--- src/rtl/load_store_queue.sv ---
// In-order circular load/store queue: captures operands from write-back broadcasts
// and issues one data-cache request at a time, with back-to-back issue and flush drain.
module load_store_queue #(
    parameter int         LSQ_SIZE_BIT = 3,
    parameter int         ROB_BIT      = 4,
    parameter int         NUM_WB       = 2,
    parameter logic [1:0] IO_TAG       = 2'b11
) (
    input  logic                      clk_in,
    input  logic                      rst_in,
    input  logic                      rdy_in,
    input  logic                      flush_in,
    input  logic                      inst_valid,
    input  logic [3:0]                inst_type,
    input  logic [31:0]               inst_r1,
    input  logic [31:0]               inst_r2,
    input  logic [ROB_BIT-1:0]        inst_dep1,
    input  logic [ROB_BIT-1:0]        inst_dep2,
    input  logic                      inst_has_dep1,
    input  logic                      inst_has_dep2,
    input  logic [11:0]               inst_offset,
    input  logic [ROB_BIT-1:0]        inst_rob_id,
    output logic                      full,
    input  logic [NUM_WB-1:0]         wb_valid,
    input  logic [NUM_WB*ROB_BIT-1:0] wb_rob_id,
    input  logic [NUM_WB*32-1:0]      wb_value,
    input  logic                      rob_empty,
    input  logic [ROB_BIT-1:0]        rob_head_id,
    output logic                      mem_valid,
    output logic                      mem_wr,
    output logic [2:0]                mem_size,
    output logic [31:0]               mem_addr,
    output logic [31:0]               mem_wdata,
    input  logic                      mem_ready,
    input  logic [31:0]               mem_rdata,
    output logic                      out_valid,
    output logic [ROB_BIT-1:0]        out_rob_id,
    output logic [31:0]               out_value
);

    localparam int SIZE = 1 << LSQ_SIZE_BIT;
    localparam int PW   = LSQ_SIZE_BIT;
    localparam int CW   = LSQ_SIZE_BIT + 1;

    typedef enum logic [1:0] {IDLE, BUSY, DRAIN} state_t;

    logic               busy_q     [SIZE];
    logic               busy_d     [SIZE];
    logic [ROB_BIT-1:0] rob_id_q   [SIZE];
    logic [ROB_BIT-1:0] rob_id_d   [SIZE];
    logic [3:0]         type_q     [SIZE];
    logic [3:0]         type_d     [SIZE];
    logic [31:0]        r1_q       [SIZE];
    logic [31:0]        r1_d       [SIZE];
    logic [31:0]        r2_q       [SIZE];
    logic [31:0]        r2_d       [SIZE];
    logic [ROB_BIT-1:0] dep1_q     [SIZE];
    logic [ROB_BIT-1:0] dep1_d     [SIZE];
    logic [ROB_BIT-1:0] dep2_q     [SIZE];
    logic [ROB_BIT-1:0] dep2_d     [SIZE];
    logic               has_dep1_q [SIZE];
    logic               has_dep1_d [SIZE];
    logic               has_dep2_q [SIZE];
    logic               has_dep2_d [SIZE];
    logic [11:0]        offset_q   [SIZE];
    logic [11:0]        offset_d   [SIZE];

    logic [PW-1:0]      head_q, head_d, tail_q, tail_d, head_nxt, issue_idx;
    logic [CW-1:0]      count_q, count_d;
    logic               full_q, full_d;
    state_t             state_q, state_d;
    logic               mem_valid_q, mem_valid_d, mem_wr_q, mem_wr_d;
    logic [2:0]         mem_size_q, mem_size_d;
    logic [31:0]        mem_addr_q, mem_addr_d, mem_wdata_q, mem_wdata_d;
    logic [ROB_BIT-1:0] cur_rob_q, cur_rob_d;
    logic               alloc, pop, do_issue;
    logic [SIZE-1:0]    elig;
    logic [31:0]        addr_e     [SIZE];

    assign head_nxt = head_q + PW'(1);
    assign alloc    = inst_valid && !flush_in;

    always_comb begin
        for (int unsigned i = 0; i < SIZE; i++) begin
            addr_e[i] = r1_q[i] + {{20{offset_q[i][11]}}, offset_q[i]};
            elig[i]   = busy_q[i] && !has_dep1_q[i] && !has_dep2_q[i] &&
                        ((!type_q[i][3] && addr_e[i][17:16] != IO_TAG) ||
                         (!rob_empty && rob_head_id == rob_id_q[i]));
        end
    end

    always_comb begin
        state_d     = state_q;
        mem_wr_d    = mem_wr_q;
        mem_size_d  = mem_size_q;
        mem_addr_d  = mem_addr_q;
        mem_wdata_d = mem_wdata_q;
        cur_rob_d   = cur_rob_q;
        pop         = 1'b0;
        do_issue    = 1'b0;
        issue_idx   = head_q;
        case (state_q)
            IDLE: if (!flush_in && elig[head_q]) begin
                do_issue = 1'b1;
                state_d  = BUSY;
            end
            BUSY: begin
                // a flush completing in the same cycle has nothing left to drain
                if (flush_in) begin
                    state_d = mem_ready ? IDLE : DRAIN;
                end else if (mem_ready) begin
                    pop = 1'b1;
                    if (elig[head_nxt]) begin
                        do_issue  = 1'b1;
                        issue_idx = head_nxt;
                    end else begin
                        state_d = IDLE;
                    end
                end
            end
            DRAIN:   if (mem_ready) state_d = IDLE;
            default: state_d = IDLE;
        endcase
        if (do_issue) begin
            mem_wr_d    = type_q[issue_idx][3];
            mem_size_d  = type_q[issue_idx][2:0];
            mem_addr_d  = addr_e[issue_idx];
            mem_wdata_d = r2_q[issue_idx];
            cur_rob_d   = rob_id_q[issue_idx];
        end
        mem_valid_d = (state_d != IDLE);
    end

    always_comb begin
        for (int unsigned i = 0; i < SIZE; i++) begin
            busy_d[i]     = busy_q[i];
            rob_id_d[i]   = rob_id_q[i];
            type_d[i]     = type_q[i];
            r1_d[i]       = r1_q[i];
            r2_d[i]       = r2_q[i];
            dep1_d[i]     = dep1_q[i];
            dep2_d[i]     = dep2_q[i];
            has_dep1_d[i] = has_dep1_q[i];
            has_dep2_d[i] = has_dep2_q[i];
            offset_d[i]   = offset_q[i];
            for (int unsigned c = 0; c < NUM_WB; c++) begin
                if (busy_q[i] && wb_valid[c]) begin
                    if (has_dep1_q[i] && wb_rob_id[c*ROB_BIT +: ROB_BIT] == dep1_q[i]) begin
                        r1_d[i]       = wb_value[c*32 +: 32];
                        has_dep1_d[i] = 1'b0;
                    end
                    if (has_dep2_q[i] && wb_rob_id[c*ROB_BIT +: ROB_BIT] == dep2_q[i]) begin
                        r2_d[i]       = wb_value[c*32 +: 32];
                        has_dep2_d[i] = 1'b0;
                    end
                end
            end
        end
        if (pop) busy_d[head_q] = 1'b0;
        // allocation after pop: at wrap-around the freshly popped slot may be reused
        if (alloc) begin
            busy_d[tail_q]     = 1'b1;
            rob_id_d[tail_q]   = inst_rob_id;
            type_d[tail_q]     = inst_type;
            r1_d[tail_q]       = inst_r1;
            r2_d[tail_q]       = inst_r2;
            dep1_d[tail_q]     = inst_dep1;
            dep2_d[tail_q]     = inst_dep2;
            has_dep1_d[tail_q] = inst_has_dep1;
            has_dep2_d[tail_q] = inst_has_dep2;
            offset_d[tail_q]   = inst_offset;
            for (int unsigned c = 0; c < NUM_WB; c++) begin
                if (wb_valid[c] && inst_has_dep1 && wb_rob_id[c*ROB_BIT +: ROB_BIT] == inst_dep1) begin
                    r1_d[tail_q]       = wb_value[c*32 +: 32];
                    has_dep1_d[tail_q] = 1'b0;
                end
                if (wb_valid[c] && inst_has_dep2 && wb_rob_id[c*ROB_BIT +: ROB_BIT] == inst_dep2) begin
                    r2_d[tail_q]       = wb_value[c*32 +: 32];
                    has_dep2_d[tail_q] = 1'b0;
                end
            end
        end
        head_d  = pop   ? head_nxt : head_q;
        tail_d  = alloc ? tail_q + PW'(1) : tail_q;
        count_d = count_q + CW'(alloc) - CW'(pop);
        if (flush_in) begin
            for (int unsigned i = 0; i < SIZE; i++) busy_d[i] = 1'b0;
            head_d  = '0;
            tail_d  = '0;
            count_d = '0;
        end
        full_d = (count_d >= CW'(SIZE - 1));
    end

    always_ff @(posedge clk_in or negedge rst_in) begin
        if (!rst_in) begin
            for (int unsigned i = 0; i < SIZE; i++) begin
                busy_q[i]     <= 1'b0;
                rob_id_q[i]   <= '0;
                type_q[i]     <= '0;
                r1_q[i]       <= '0;
                r2_q[i]       <= '0;
                dep1_q[i]     <= '0;
                dep2_q[i]     <= '0;
                has_dep1_q[i] <= 1'b0;
                has_dep2_q[i] <= 1'b0;
                offset_q[i]   <= '0;
            end
            head_q  <= '0;
            tail_q  <= '0;
            count_q <= '0;
            full_q  <= 1'b0;
        end else if (rdy_in) begin
            for (int unsigned i = 0; i < SIZE; i++) begin
                busy_q[i]     <= busy_d[i];
                rob_id_q[i]   <= rob_id_d[i];
                type_q[i]     <= type_d[i];
                r1_q[i]       <= r1_d[i];
                r2_q[i]       <= r2_d[i];
                dep1_q[i]     <= dep1_d[i];
                dep2_q[i]     <= dep2_d[i];
                has_dep1_q[i] <= has_dep1_d[i];
                has_dep2_q[i] <= has_dep2_d[i];
                offset_q[i]   <= offset_d[i];
            end
            head_q  <= head_d;
            tail_q  <= tail_d;
            count_q <= count_d;
            full_q  <= full_d;
        end
    end

    always_ff @(posedge clk_in or negedge rst_in) begin
        if (!rst_in) begin
            state_q     <= IDLE;
            mem_valid_q <= 1'b0;
            mem_wr_q    <= 1'b0;
            mem_size_q  <= '0;
            mem_addr_q  <= '0;
            mem_wdata_q <= '0;
            cur_rob_q   <= '0;
        end else if (rdy_in) begin
            state_q     <= state_d;
            mem_valid_q <= mem_valid_d;
            mem_wr_q    <= mem_wr_d;
            mem_size_q  <= mem_size_d;
            mem_addr_q  <= mem_addr_d;
            mem_wdata_q <= mem_wdata_d;
            cur_rob_q   <= cur_rob_d;
        end
    end

    assign full       = full_q;
    assign mem_valid  = mem_valid_q;
    assign mem_wr     = mem_wr_q;
    assign mem_size   = mem_size_q;
    assign mem_addr   = mem_addr_q;
    assign mem_wdata  = mem_wdata_q;
    assign out_valid  = (state_q == BUSY) && mem_ready && rdy_in && !flush_in;
    assign out_rob_id = cur_rob_q;
    assign out_value  = mem_wr_q ? '0 : mem_rdata;

endmodule

--- config.mk ---
export PLATFORM = sky130hd
export DESIGN_NAME = load_store_queue
export DESIGN_NICKNAME = d
export VERILOG_FILES = /design/src/rtl/load_store_queue.sv
export SDC_FILE = /design/constraint.sdc
export NUM_CORES = 2
export LEC_CHECK = 0
export BUFFER_PORTS_ARGS = -buffer_cell sky130_fd_sc_hd__buf_2
export CAP_MARGIN = 20
export CORE_ASPECT_RATIO = 2
export CORE_MARGIN = 2
export CORE_UTILIZATION = 53
export CTS_CLUSTER_SIZE = 16
export DETAILED_ROUTE_END_ITERATION = 6
export MAX_ROUTING_LAYER = met4
export PLACE_DENSITY_LB_ADDON = 0.05
export SLEW_MARGIN = 20
export SYNTH_ARGS = -nofsm -noshare
export SYNTH_HDL_FRONTEND = slang
export SYNTH_SLANG_ARGS = --single-unit
--- constraint.sdc ---
create_clock -name clk_in -period 7.95 [get_ports clk_in]
set_input_delay 1.59 -clock clk_in [delete_from_list [all_inputs] [get_ports clk_in]]
set_output_delay 1.59 -clock clk_in [all_outputs]
set_load 0.02 [all_outputs]
==> summary.txt <==
STA
  • Post-Route Setup TNS: 0 ps
  • Worst slew margin: ~11%
  • Worst slew pin tran: around 1300 ps
  • Clock period minus worst slack: 6240 ps
  • Worst hold slack: 472 ps
  • Achievable Freq: 0.160 GHz
  • Final clock skew: 32.0 ps
  • Final Cycle Share: approximately 80%
  • Slew Limit Fails: 0
  • Unrepaired setup endpoints after global routing: false
  • Final Hold Viols: 0
  • Final setup viols: 0

Placed design
  • Detailed-placement wirelength estimate: between 200000 and 250000 um
  • Port Buffers: 317
  • Dpl cells: 9158
  • Routability cong.: 1.07

Synthesis
  • Post-Synthesis Cells: about 7800
  • Commonest cells in the synthesized netlist: nor2_1, a21oi_1, nand2_1
  • Top cells by area, synth: dfrtp_1, a21oi_1, mux2i_1, nor2_1, nand2_1
  • Sequential area share after synthesis: 32.6%
  • Post-synth EDFFs: 0
  • Most common cell in the netlist: nor2_1
  • Yosys reg bits: roughly 850
  • Ys flop type: dfrtp_1
  • Dominant cell type by area after synthesis: dfrtp_1
  • Mapped Area: 65000 um^2
  • Syn_nets: 8273
  • Synth Warn #: 0
  • Async SR Flop Fraction: 100%
  • Mapped Avg Cell Area: roughly 8.3 um^2
  • Area fraction of the dominant cell type after synthesis: 32.6%
  • Yosys cell types: a little over 90

Global routing
  • Largest net degree at the start of global routing: 190
  • GRT Util Overall: 50.9%
  • Number of global-route vias before repair: 63500
  • GRT Residual Overflow: 0
  • Initial antenna violation count: 42
  • Global-route wire length before repair: 450000 um

Drt
  • Number of remaining DRC errors: 0
  • Vias/cell: 7.06
  • Via count: 66100
  • Routed Wire Length: 316000 um
  • DR pass1 iterations: 7
  • Initial drt markers: 8779
  • DR WL/cell: 33.7 um
  • Post-DRT Antenna Nets: 0

CTS
  • CTS Buffer Depth: 3
  • Post-CTS Setup Bufs: 0
  • CTS H-tree depth: 3
  • Clock latency at the later pin of the worst-skew pair: 740 ps
  • CTS Buf Count: 87
  • CTS Hold Bufs: 0
  • Post-cts gate resize count: 0
  • Root Buffer: clkbuf_16
  • Num Clock Sinks: roughly 850
  • CTS tree: done
  • Clock slew seen by the registers of the worst setup and hold paths: 60 ps

Worst setup path
  • Critical Path Start Type: flip-flop
  • WP data arrival: 6820 ps
  • CP bufs+invs: 2
  • Critical path class: reg -> reg
  • R2R cell count: 15
  • Worst Path Max Fanout: 48
  • Max stage delay on crit path: 790 ps
  • FF-to-FF End: mem_wdata[7]
  • CP top delay family: simple AND/OR/NAND/NOR gates
  • Critical Path Source: offset_q[95]
  • Crit path to: mem_wdata[7]
  • Crit-path slowest cell: or4_1
  • Stages on worst setup path: 15
  • Worst R2R Setup Slack: 1710 ps
  • Crit Reg-Reg Startpoint: offset_q[95]
  • WP data required: 8530 ps
  • Crit path capture type: flip-flop
  • Critical-path cell list: buf_4 > ha_1 > and4_1 > nand4_1 > or4_1 > nand3_2 > o31a_1 > a21oi_1 > o32ai_4 > nor3b_2 > o22ai_4 > buf_12 > mux4_2 > mux2i_1 > o21ai_0

Run status
  • Outcome: complete, no violations

Cells and area
  • Final #Nets: 8166
  • Fin cells: 9363
  • Layout cells sized above 1: 11.8%
  • Post-layout util: 58.2%
  • Filler Cells Inserted: 11000
  • Layout area overhead: 8.89%

Pwr
  • Pwr dens: 269 nW/um^2
  • Total power: between 15 and 20 mW
  • VDD IR max: 0.192 mV
  • Pleak: 32.6 nW

Hold path
  • Hold Crit Class: reg -> reg
  • Hold_sp: out_rob_id[2]

Floorplan
  • Initial core utilization: a little over half
  • Boundary Pins: 318
  • Core Region: 122000 um^2
  • Die ar.: 126000 um^2
  • Row cnt: between 150 and 200
  • Chip width: 252 um
  • Chip height: 499 um

Flow run
  • Max-cap violations: 0
## final cells by class
cell class | count | area [um^2] | share of cell area, %
Antenna cell | 46 | 115 | 0.163
Clock buffer | 121 | 2580 | 3.64
Clock inverter | 38 | 543 | 0.767
Inverter | 79 | 302 | 0.426
Multi-Input combinational cell | 6198 | 41100 | 58.1
Sequential cell | 846 | 21200 | 29.9
Tap cell | 1555 | 1950 | 2.75
Timing Repair Buffer | 480 | 3000 | 4.24
## per-stage QoR
step	setup slack [ps]	cell area [um^2]
floorplan	3250	65000
detailed placement	1150	67500
global route	1670	70800
CTS	1870	70600
global placement	1210	67500
finish	1710	70800
## flip-flops by register name, summed over array words and instances (netlist names), 32 cells and up
signal     cells
mem_addr      32
dep1_q        32
r2_q         256
offset_q      96
mem_wdata     32
dep2_q        32
rob_id_q      32
r1_q         256
type_q        32
## worst min-delay path: cells and delay by family (launching register included)
kind	cells	cell delay, ps
AOI/OAI and AO/OA	1	60
and+or+nand+nor	1	40
DFF	1	340
## placed cells by master, fill, tap and decap left out, types with 165 or more instances in the layout
master,n
dfrtp_1,846
nor2_1,1034
xnor2_1,220
xor2_1,165
o21ai_0,346
mux2i_1,477
buf_2,315
a211oi_1,387
nand2_1,871
a22oi_1,168
a21oi_1,1008
ha_1,254
## how the worst min path moves through the flow
stage,endpoint,slack [ps],depth (start not counted)
6_report,out_rob_id[2],470,2
5_1_grt,type_q[30],500,2
4_1_cts,type_q[16],470,2
3_5_place_dp,type_q[16],460,2
3_3_place_gp,type_q[16],450,2
2_1_floorplan,type_q[0],440,2
## metal layers
layer,share of wire (%),track usage (%),vias up
met2,44,75.7,4528
li1,-,-,28100
met4,12,50.1,0
met3,11,12.8,1691
met5,0,-,-
met1,33,54.5,31800
## where the power goes
part,leakage [nW],internal (mW),switching (mW)
sequential,9.40,5.08,1.08
clock,1.54,2.66,2.06
combinational,21.6,3.30,4.86
## cell families (layout without fill, tap and decap cells)
| kind of cell | Yosys count | after routing | synth area share [%] |
|---|---|---|---|
| DFF | 846 | 846 | 32.6 |
| AOI/OAI and AO/OA | 2515 | 2515 | 24.7 |
| adders and majority gates | 263 | 263 | 5.17 |
| muxes | 658 | 658 | 12.5 |
| other | 0 | 46 | 0 |
| buffers and inverters | 755 | 718 | 4.58 |
| and+or+nand+nor | 2377 | 2377 | 15.2 |
| xor gates and xnor gates | 385 | 385 | 5.19 |
(Power assumes the default switching activity.)
